<file path="src/rtl/xgs_axis_frame_monitor.sv">
// xgs_axis_frame_monitor: passive AXI4-Stream frame/line checker and geometry meter; optional checksum via XGS_FRAME_CHECKSUM_EN
module xgs_axis_frame_monitor #(
  parameter int AXIS_DATA_WIDTH = 64,
  parameter int AXIS_USER_WIDTH = 4,
  parameter int CNT_WIDTH       = 16
) (
  input  logic                       aclk,
  input  logic                       aclk_reset,
  input  logic                       enable,
  input  logic                       err_clr,
  input  logic                       s_axis_tvalid,
  input  logic                       s_axis_tready,
  input  logic                       s_axis_tlast,
  input  logic [AXIS_USER_WIDTH-1:0] s_axis_tuser,
  input  logic [AXIS_DATA_WIDTH-1:0] s_axis_tdata,
  output logic [31:0]                frame_count,
  output logic [CNT_WIDTH-1:0]       last_line_count,
  output logic [CNT_WIDTH-1:0]       last_line_beats,
  output logic                       eof_pulse,
  output logic [4:0]                 err_flags,
  output logic [31:0]                frame_checksum
);
  localparam logic [CNT_WIDTH-1:0] ONE = CNT_WIDTH'(1);
  typedef enum logic [1:0] {S_IDLE, S_IN_LINE, S_GAP} state_t;
  state_t state, state_n;
  logic [CNT_WIDTH-1:0] line_cnt, line_cnt_n, beat_cnt, beat_cnt_n, ref_beats, ref_beats_n;
  logic [CNT_WIDTH-1:0] lc, rb, b;
  logic [4:0] err_set;
  logic beat, sof, sol, eol, eof, take, fin;
  assign beat = enable & s_axis_tvalid & s_axis_tready;
  assign sof  = s_axis_tuser[0];
  assign eof  = s_axis_tuser[1];
  assign sol  = s_axis_tuser[2] | sof;
  assign eol  = s_axis_tuser[3] | eof;
  // next-state: a SOF always restarts the frame; an accepted EOL beat closes the line
  always_comb begin
    state_n     = enable ? state : S_IDLE;
    line_cnt_n  = line_cnt;
    beat_cnt_n  = beat_cnt;
    ref_beats_n = ref_beats;
    err_set     = '0;
    take        = 1'b0;
    fin         = 1'b0;
    lc          = line_cnt;
    rb          = ref_beats;
    b           = beat_cnt;
    if (beat) begin
      err_set[3] = eol != s_axis_tlast;
      if (sof) begin
        err_set[0] = state != S_IDLE;
        take       = 1'b1;
        lc         = '0;
        rb         = '0;
        b          = ONE;
      end else if (state == S_IN_LINE) begin
        take       = 1'b1;
        err_set[4] = &beat_cnt;
        b          = &beat_cnt ? beat_cnt : beat_cnt + ONE;
      end else if (state == S_GAP && sol) begin
        take = 1'b1;
        b    = ONE;
      end else begin
        err_set[1] = 1'b1;
      end
      if (take) begin
        state_n     = S_IN_LINE;
        beat_cnt_n  = b;
        line_cnt_n  = lc;
        ref_beats_n = rb;
        if (eol) begin
          err_set[4]  = err_set[4] | (&lc);
          line_cnt_n  = &lc ? lc : lc + ONE;
          ref_beats_n = (lc == '0) ? b : rb;
          err_set[2]  = (lc != '0) && (b != rb);
          state_n     = eof ? S_IDLE : S_GAP;
          fin         = eof;
        end
      end
    end
  end
  // state, counters and registered status outputs
  always_ff @(posedge aclk) begin
    if (aclk_reset) begin
      state           <= S_IDLE;
      line_cnt        <= '0;
      beat_cnt        <= '0;
      ref_beats       <= '0;
      frame_count     <= '0;
      last_line_count <= '0;
      last_line_beats <= '0;
      eof_pulse       <= 1'b0;
      err_flags       <= '0;
    end else begin
      state     <= state_n;
      line_cnt  <= line_cnt_n;
      beat_cnt  <= beat_cnt_n;
      ref_beats <= ref_beats_n;
      eof_pulse <= fin;
      err_flags <= (err_clr ? 5'd0 : err_flags) | err_set;
      if (fin) begin
        frame_count     <= frame_count + 32'd1;
        last_line_count <= line_cnt_n;
        last_line_beats <= ref_beats_n;
      end
    end
  end
`ifdef XGS_FRAME_CHECKSUM_EN
  logic [31:0] sum, sum_n;
  assign sum_n = (sof ? 32'd0 : sum) + s_axis_tdata[31:0] + s_axis_tdata[63:32];
  // running sum over accepted frame beats, published at frame end
  always_ff @(posedge aclk) begin
    if (aclk_reset) begin
      sum            <= '0;
      frame_checksum <= '0;
    end else begin
      if (take) sum <= sum_n;
      if (fin) frame_checksum <= sum_n;
    end
  end
`else
  logic unused_tdata;
  assign unused_tdata   = ^s_axis_tdata;
  assign frame_checksum = '0;
`endif
endmodule

</file>
<file path="config.mk">
export PLATFORM = sky130hd
export DESIGN_NAME = xgs_axis_frame_monitor
export DESIGN_NICKNAME = d
export VERILOG_FILES = /design/src/rtl/xgs_axis_frame_monitor.sv
export SDC_FILE = /design/constraint.sdc
export NUM_CORES = 1
export LEC_CHECK = 0
export BUFFER_PORTS_ARGS = -buffer_cell sky130_fd_sc_hd__buf_2
export CAP_MARGIN = 10
export CORE_ASPECT_RATIO = 2
export CORE_MARGIN = 5
export CORE_UTILIZATION = 47
export CTS_CLUSTER_SIZE = 20
export DETAILED_ROUTE_END_ITERATION = 8
export PLACE_DENSITY = 0.76
export REMOVE_ABC_BUFFERS = 1
export SYNTH_ARGS = -nofsm -noshare
export SYNTH_HDL_FRONTEND = slang
export SYNTH_SLANG_ARGS = --single-unit
</file>
<file path="constraint.sdc">
create_clock -name aclk -period 2.75 [get_ports aclk]
set_input_delay 0.4125 -clock aclk [delete_from_list [all_inputs] [get_ports aclk]]
set_output_delay 0.4125 -clock aclk [all_outputs]
set_load 0.005 [all_outputs]
</file>
==> key figures, run 1 <==
Clocking
  • Clock slew at reported path FFs: 0.05 ns
  • CTS tree: done
  • CTS hold repair buffers: 0
  • Root Driver: clkbuf_16
  • Worst-Skew Late Latency: 0.41 ns
  • Deepest clock path buffer count: 2
  • CTS H-tree lvls: 4
  • Total CTS buffers: 17
  • Clk sink count: 120

STA
  • Period utilisation layout: 0.974
  • Fmax: 374 MHz
  • RSZ-0062 raised after global routing: false
  • Hold Fails Final Rpt: 0
  • Period minus WS final: 2.68 ns
  • Slew headroom: 0.541
  • Least-Margin Pin Slew: 0.680 ns
  • Max Slew Vio Count: 0
  • Final setup fails: 0
  • Setup_tns: 0 ns
  • Clock skew: 0.00824 ns

Synth
  • Avg Synthesized Cell Area: 7.80 um^2
  • Ys Warns: 0
  • Ys flop type: dfxtp_1
  • Post-synth cell types: 65
  • Number of flops mapped to enable cells by yosys: 0
  • Netlist Area Pre-Place: 6180 um^2
  • Flops & latches, synth: 120
  • Syn Inst Count: 793
  • Async set-or-reset flop fraction in the synthesized netlist: 0
  • Sequential area share after synthesis: 0.389

Drt
  • Residual DRC: 0
  • Via-to-Cell Ratio: 5.61
  • Detailed Routing Iterations Pass 1: 4
  • Routed wire length per instance: 16.7 um
  • Total Routed Length: 18.1 mm
  • DRT antenna net count: 0
  • Iter 0 DRT Violations: 233
  • Via count: 6066

Placement
  • Final weighted congestion in routability-driven placement: 0.958
  • DP HPWL: 13.5 mm
  • IO Port Bufs: 80
  • Area post-placement: 7030 um^2

Die
  • I/O pins: 177
  • Core area: 13000 um^2
  • Std-Cell Rows: 59
  • Initial Utilization: 0.476
  • Die height: 172 um
  • Die X: 91.1 um
  • Die area: 15700 um^2

Critical path
  • Crit path kind: register to register
  • CP max FO: 4
  • CP endpoint kind: register
  • Worst Setup SP: beat_cnt[0]
  • Worst flop-to-flop path startpoint: beat_cnt[0]
  • Crit path launch type: register
  • WP data required: 3.04 ns
  • R2R Setup Slk: 0.07 ns
  • Worst EP arrival: 2.97 ns
  • Reg-to-Reg End: err_flags[2]
  • Reg2Reg Depth: 12

Global routing
  • GRT Total Usage: 0.229
  • Global-route congestion overflow total: 0
  • Largest net degree at the start of global routing: 57
  • First-pass GRT wire length: 28.6 mm
  • Initial antenna violation count: 0
  • Vias in the first global route: 6008

Hold path
  • Type of the tightest min-delay check: input port to register
  • Hold Path Sink: state[1]
  • Hold depth: 3
  • Worst hold start: enable

Power
  • Max IR drop VDD: 501 uV
  • Leakage: 3.09 nW
  • Pwr Density: 553 nW/um^2

Run
  • Max Cap Viol: 0

Outcome
  • Outcome: completed

Layout
  • Fin util: 0.590
  • Design area: 7660 um^2
  • Fraction of layout cells with a size suffix above 1: 0.216
  • Nets@finish: 996
  • Antenna diode count: 0
  • Number of fill cells: 1213
  • Area delta synth->final: 24.0%
cell type report:
type / instances / area, um^2 / share of cell area
sequential: 120 / 2400 / 0.313
timing repair buffer: 154 / 983 / 0.128
clock inverter: 12 / 150 / 0.0196
multi-input combinational: 614 / 3450 / 0.450
clock buffer: 19 / 453 / 0.0591
inverter: 10 / 37.5 / 0.00490
tap: 152 / 190 / 0.0248
critical path: stages (launching register included):
cell and delay, ns:
dfxtp_1 0.33, ha_2 0.22, nand4_1 0.14, buf_4 0.18
nor4_4 0.24, buf_4 0.19, o211ai_1 0.09, o31a_1 0.14
xnor2_1 0.14, a2111oi_1 0.45, buf_4 0.20, a41o_1 0.18
a211oi_1 0.06
layout by cell type, fill, tap and decap left out, types with 11 or more instances in the layout:
master and count:
dfxtp_1 120, nor2_1 129, o21ai_0 21, nand3_1 24, conb_1 32, xor2_1 24
nor2b_1 11, a21oi_1 52, nand4_1 13, a211oi_1 25, clkbuf_16 17, xnor2_1 21
buf_4 73, and3_1 13, or3_1 17, buf_2 79, nor3_1 27, nand2_1 96
power breakdown:
part	switching, W	internal (W)	total [W]	leakage [nW]
clock network	0.000803	0.00146	0.00227	0.291
registers	0.00000971	0.00175	0.00176	0.968
logic	0.000143	0.0000676	0.000211	1.83
registers in the layout (all words and copies together), names as in the netlist:
| name | count |
|---|---|
| ref_beats | 16 |
| frame_count | 32 |
| last_line_count | 16 |
| last_line_beats | 16 |
| line_cnt | 16 |
| beat_cnt | 16 |
| eof_pulse | 1 |
| err_flags | 5 |
| state | 2 |
cell usage after synthesis (3+ instances only):
library cell,number,area share
a211oi_1,25,0.030
and3_1,13,0.013
xnor2_1,21,0.030
clkbuf_1,40,0.024
nand3_1,24,0.019
buf_4,34,0.041
nand4_1,13,0.013
buf_2,4,0.0032
nor2b_1,11,0.011
nor4_1,11,0.011
nor2_1,130,0.079
dfxtp_1,120,0.39
and4_1,5,0.0071
a22oi_1,10,0.012
ha_1,4,0.0081
mux2i_1,6,0.0097
or3_1,17,0.017
o21ai_0,22,0.018
xor2_1,24,0.034
nand2_1,96,0.058
a21oi_1,53,0.043
nor3_1,27,0.022
o311ai_0,4,0.0057
a31oi_1,8,0.0081
inv_1,10,0.0061
mux2_2,4,0.0073
a2111oi_0,3,0.0043
nand2b_1,6,0.0061
worst max path at each step:
stage,to,slack (ns),cells past startpoint
floorplan,last_line_count[3],-0.57,7
global placement,err_flags[2],-0.03,10
finish,err_flags[2],0.07,12
detailed placement,err_flags[2],-0.07,11
CTS,err_flags[2],0.02,10
global route,frame_count[26],0.004,8
logic make-up after synthesis:
logic type | share of synthesized area
xor+xnor | 0.0638
buf+inv | 0.0775
other cells | 0.000607
mux | 0.0170
compound gates | 0.164
simple gates | 0.281
flops | 0.389
fa+ha+maj | 0.00810
layer usage:
layer  share of wire  vias up  global-route usage  routed length (um)
li1                -     2961                   -                   -
met1            0.34     2825               0.205                6120
met2            0.55      200               0.442                9970
met3           0.049       80              0.0479                 877
met4           0.061        0               0.159                1110
met5               0        -                   0                   0
timing repair:
| item | 4_1_cts | 5_1_grt |
|---|---|---|
| pin swaps | 0 | 3 |
| resized for setup | 2 | 2 |
| buffers inserted | 0 | 2 |
| gates cloned | 0 | 0 |
| endpoints found under the setup margin | 1 | 3 |
stage by stage:
step           cells  hold slack, ns  setup WS, ns  total power [W]
6_report        1081           0.306        0.0728          0.00424
4_1_cts         1079           0.306        0.0155          0.00426
3_3_place_gp    1048           0.441       -0.0252          0.00200
2_1_floorplan    744           0.434        -0.568          0.00189
3_5_place_dp    1048           0.447       -0.0705          0.00201
5_1_grt         1081           0.334       0.00392          0.00438
(Power assumes the default switching activity.)
==> inputs of run 2 (changes only) <==
- BUFFER_PORTS_ARGS: -buffer_cell sky130_fd_sc_hd__buf_2 -> not set
- CORE_UTILIZATION: 47 -> 58
- DONT_BUFFER_PORTS: not set -> 1
==> key figures, run 2 (synthesized netlist as in run 1, its figures left out) <==
Layout
  • Nets@finish: 890 (was 996)
  • Area delta synth->final: 13.8% (was 24.0%)
  • Max reg flops: 32 (unchanged)
  • Fin cells: 961 (was 1081)
  • Design area: 7040 um^2 (was 7660 um^2)
  • Antenna diode count: 0 (unchanged)
  • Register with the most flip-flops: frame_count (unchanged)
  • Fraction of layout cells with a size suffix above 1: 0.123 (was 0.216)
  • Commonest cells after routing, fill and taps aside: 128 x nor2_1, 120 x dfxtp_1, 96 x nand2_1, 52 x a21oi_1, 47 x buf_4 (was 129 x nor2_1, 120 x dfxtp_1, 96 x nand2_1, 79 x buf_2, 73 x buf_4)
  • Commonest non-fill, non-tap cell in the layout: nor2_1 (unchanged)

Critical path
  • CP endpoint kind: register (unchanged)
  • R2R Setup Slk: 0.17 ns (was 0.07 ns)
  • Reg-to-Reg End: err_flags[2] (unchanged)
  • Worst EP arrival: 2.88 ns (was 2.97 ns)
  • CP max FO: 7 (was 4)
  • Reg2Reg Depth: 11 (was 12)
  • Worst flop-to-flop path startpoint: beat_cnt[0] (unchanged)
  • WP data required: 3.05 ns (was 3.04 ns)
  • Crit path launch type: register (unchanged)
  • Crit path kind: register to register (unchanged)

Drt
  • Via count: 5745 (was 6066)
  • Residual DRC: 0 (unchanged)
  • Via-to-Cell Ratio: 5.98 (was 5.61)
  • Detailed Routing Iterations Pass 1: 4 (unchanged)
  • Total Routed Length: 18.7 mm (was 18.1 mm)
  • Routed wire length per instance: 19.4 um (was 16.7 um)
  • DRT antenna net count: 0 (unchanged)
  • Iter 0 DRT Violations: 324 (was 233)

Die
  • Die X: 83.0 um (was 91.1 um)
  • I/O pins: 177 (unchanged)
  • Std-Cell Rows: 53 (was 59)
  • Initial Utilization: 0.590 (was 0.476)
  • Die area: 12900 um^2 (was 15700 um^2)
  • Core area: 10500 um^2 (was 13000 um^2)
  • Die height: 156 um (was 172 um)

Outcome
  • Outcome: completed (unchanged)

STA
  • Slew headroom: 0.632 (was 0.541)
  • Period minus WS final: 2.58 ns (was 2.68 ns)
  • Max Slew Vio Count: 0 (unchanged)
  • Fmax: 388 MHz (was 374 MHz)
  • Clock skew: 0.00829 ns (was 0.00824 ns)
  • Final setup fails: 0 (unchanged)
  • Least-Margin Pin Slew: 0.548 ns (was 0.680 ns)
  • Hold Fails Final Rpt: 0 (unchanged)
  • RSZ-0062 raised after global routing: false (unchanged)
  • Period utilisation layout: 0.938 (was 0.974)

Hold path
  • Hold depth: 1 (was 3)
  • Type of the tightest min-delay check: input port to register (unchanged)
  • Worst hold start: aclk_reset (was enable)
  • Hold Path Sink: line_cnt[11] (was state[1])

Placement
  • DP HPWL: 13.5 mm (about the same)
  • IO Port Bufs: 0 (was 80)
  • Final weighted congestion in routability-driven placement: 0.948 (was 0.958)
  • Area post-placement: 6410 um^2 (was 7030 um^2)
  • Dpl cells: 928 (was 1048)

Clocking
  • Clock slew at reported path FFs: 0.06 ns (was 0.05 ns)
  • Root Driver: clkbuf_16 (unchanged)
  • CTS tree: done (unchanged)
  • CTS hold repair buffers: 0 (unchanged)
  • Deepest clock path buffer count: 2 (unchanged)
  • CTS H-tree lvls: 4 (unchanged)
  • Total CTS buffers: 17 (unchanged)
  • Clk sink count: 120 (unchanged)
  • Worst-Skew Late Latency: 0.42 ns (was 0.41 ns)

Power
  • Max IR drop VDD: 467 uV (was 501 uV)
  • Total power: 0.00410 W (was 0.00424 W)
  • Pwr Density: 583 nW/um^2 (was 553 nW/um^2)
  • Leakage: 2.50 nW (was 3.09 nW)

Global routing
  • Largest net degree at the start of global routing: 122 (was 57)
  • Initial antenna violation count: 0 (unchanged)
  • Global-route congestion overflow total: 0 (unchanged)
  • GRT Total Usage: 0.291 (was 0.229)
  • First-pass GRT wire length: 29.7 mm (was 28.6 mm)
  • Vias in the first global route: 5891 (was 6008)

Run
  • Max Cap Viol: 0 (unchanged)
==> run 2: cell count changes in the layout (fill, tap and decap cells not counted), moves of 2 or more <==
cell	previous run	this run
nor3_1	27	25
buf_2	79	0
clkinv_4	1	3
buf_4	73	47
nor3_2	0	2
==> run 2: area by class of cell <==
class / count / area [um^2]
sequential: 120 / 2400
clock buffer: 18 / 439
tap: 137 / 171
timing repair buffer: 48 / 373
clock inverter: 14 / 149
multi-input combinational: 614 / 3470
inverter: 10 / 37.5
fill: 934 / 3440
==> run 2: worst max path at each step <==
stage	from	endpoint	slack (ns)	cells after the start
3_3_place_gp	beat_cnt[0]	err_flags[2]	0.11	10
4_1_cts	beat_cnt[1]	err_flags[2]	0.08	10
3_5_place_dp	beat_cnt[1]	err_flags[2]	0.11	10
5_1_grt	beat_cnt[3]	err_flags[2]	0.006	8
2_1_floorplan	state[1]	last_line_count[3]	-0.57	7
6_report	beat_cnt[0]	err_flags[2]	0.17	11
==> run 2: through the flow <==
stage | utilization | TNS (ns) | setup slack [ns] | hold WS [ns]
after floorplan | - | -8.04 | -0.568 | 0.434
after global placement | 0.612 | 0 | 0.110 | 0.448
after detailed placement | 0.612 | 0 | 0.107 | 0.465
after CTS | 0.668 | 0 | 0.0817 | 0.0549
after global routing | 0.672 | 0 | 0.00552 | 0.0476
final | 0.672 | 0 | 0.170 | 0.0583
==> run 2: timing repair <==
action | CTS | global route
gates resized for setup | 0 | 8
setup buffers | 0 | 1
setup endpoints to repair | 0 | 5
==> run 2: per-layer routing <==
metal | vias to the layer above | wire, um | track usage
met4 | 0 | 1290 | 0.218
met5 | - | 0 | 0
li1 | 2759 | - | -
met2 | 191 | 10300 | 0.545
met1 | 2729 | 6200 | 0.264
met3 | 66 | 905 | 0.0719
==> run 2: critical path, stage by stage, from the launching register on <==
cell	delay, ns
dfxtp_1	0.31
ha_2	0.21
nand4_1	0.13
nor4_2	0.05
buf_4	0.17
buf_4	0.14
nor2_1	0.35
mux2_2	0.39
a22o_1	0.20
nor4_2	0.25
a41o_1	0.20
a211oi_1	0.06
==> run 2: where the power goes <==
part           leakage, nW  internal, W  total (W)  switching [W]
Clock                0.279      0.00136    0.00220       0.000839
Sequential           0.968      0.00175    0.00177      0.0000133
Combinational         1.25    0.0000474   0.000137      0.0000897
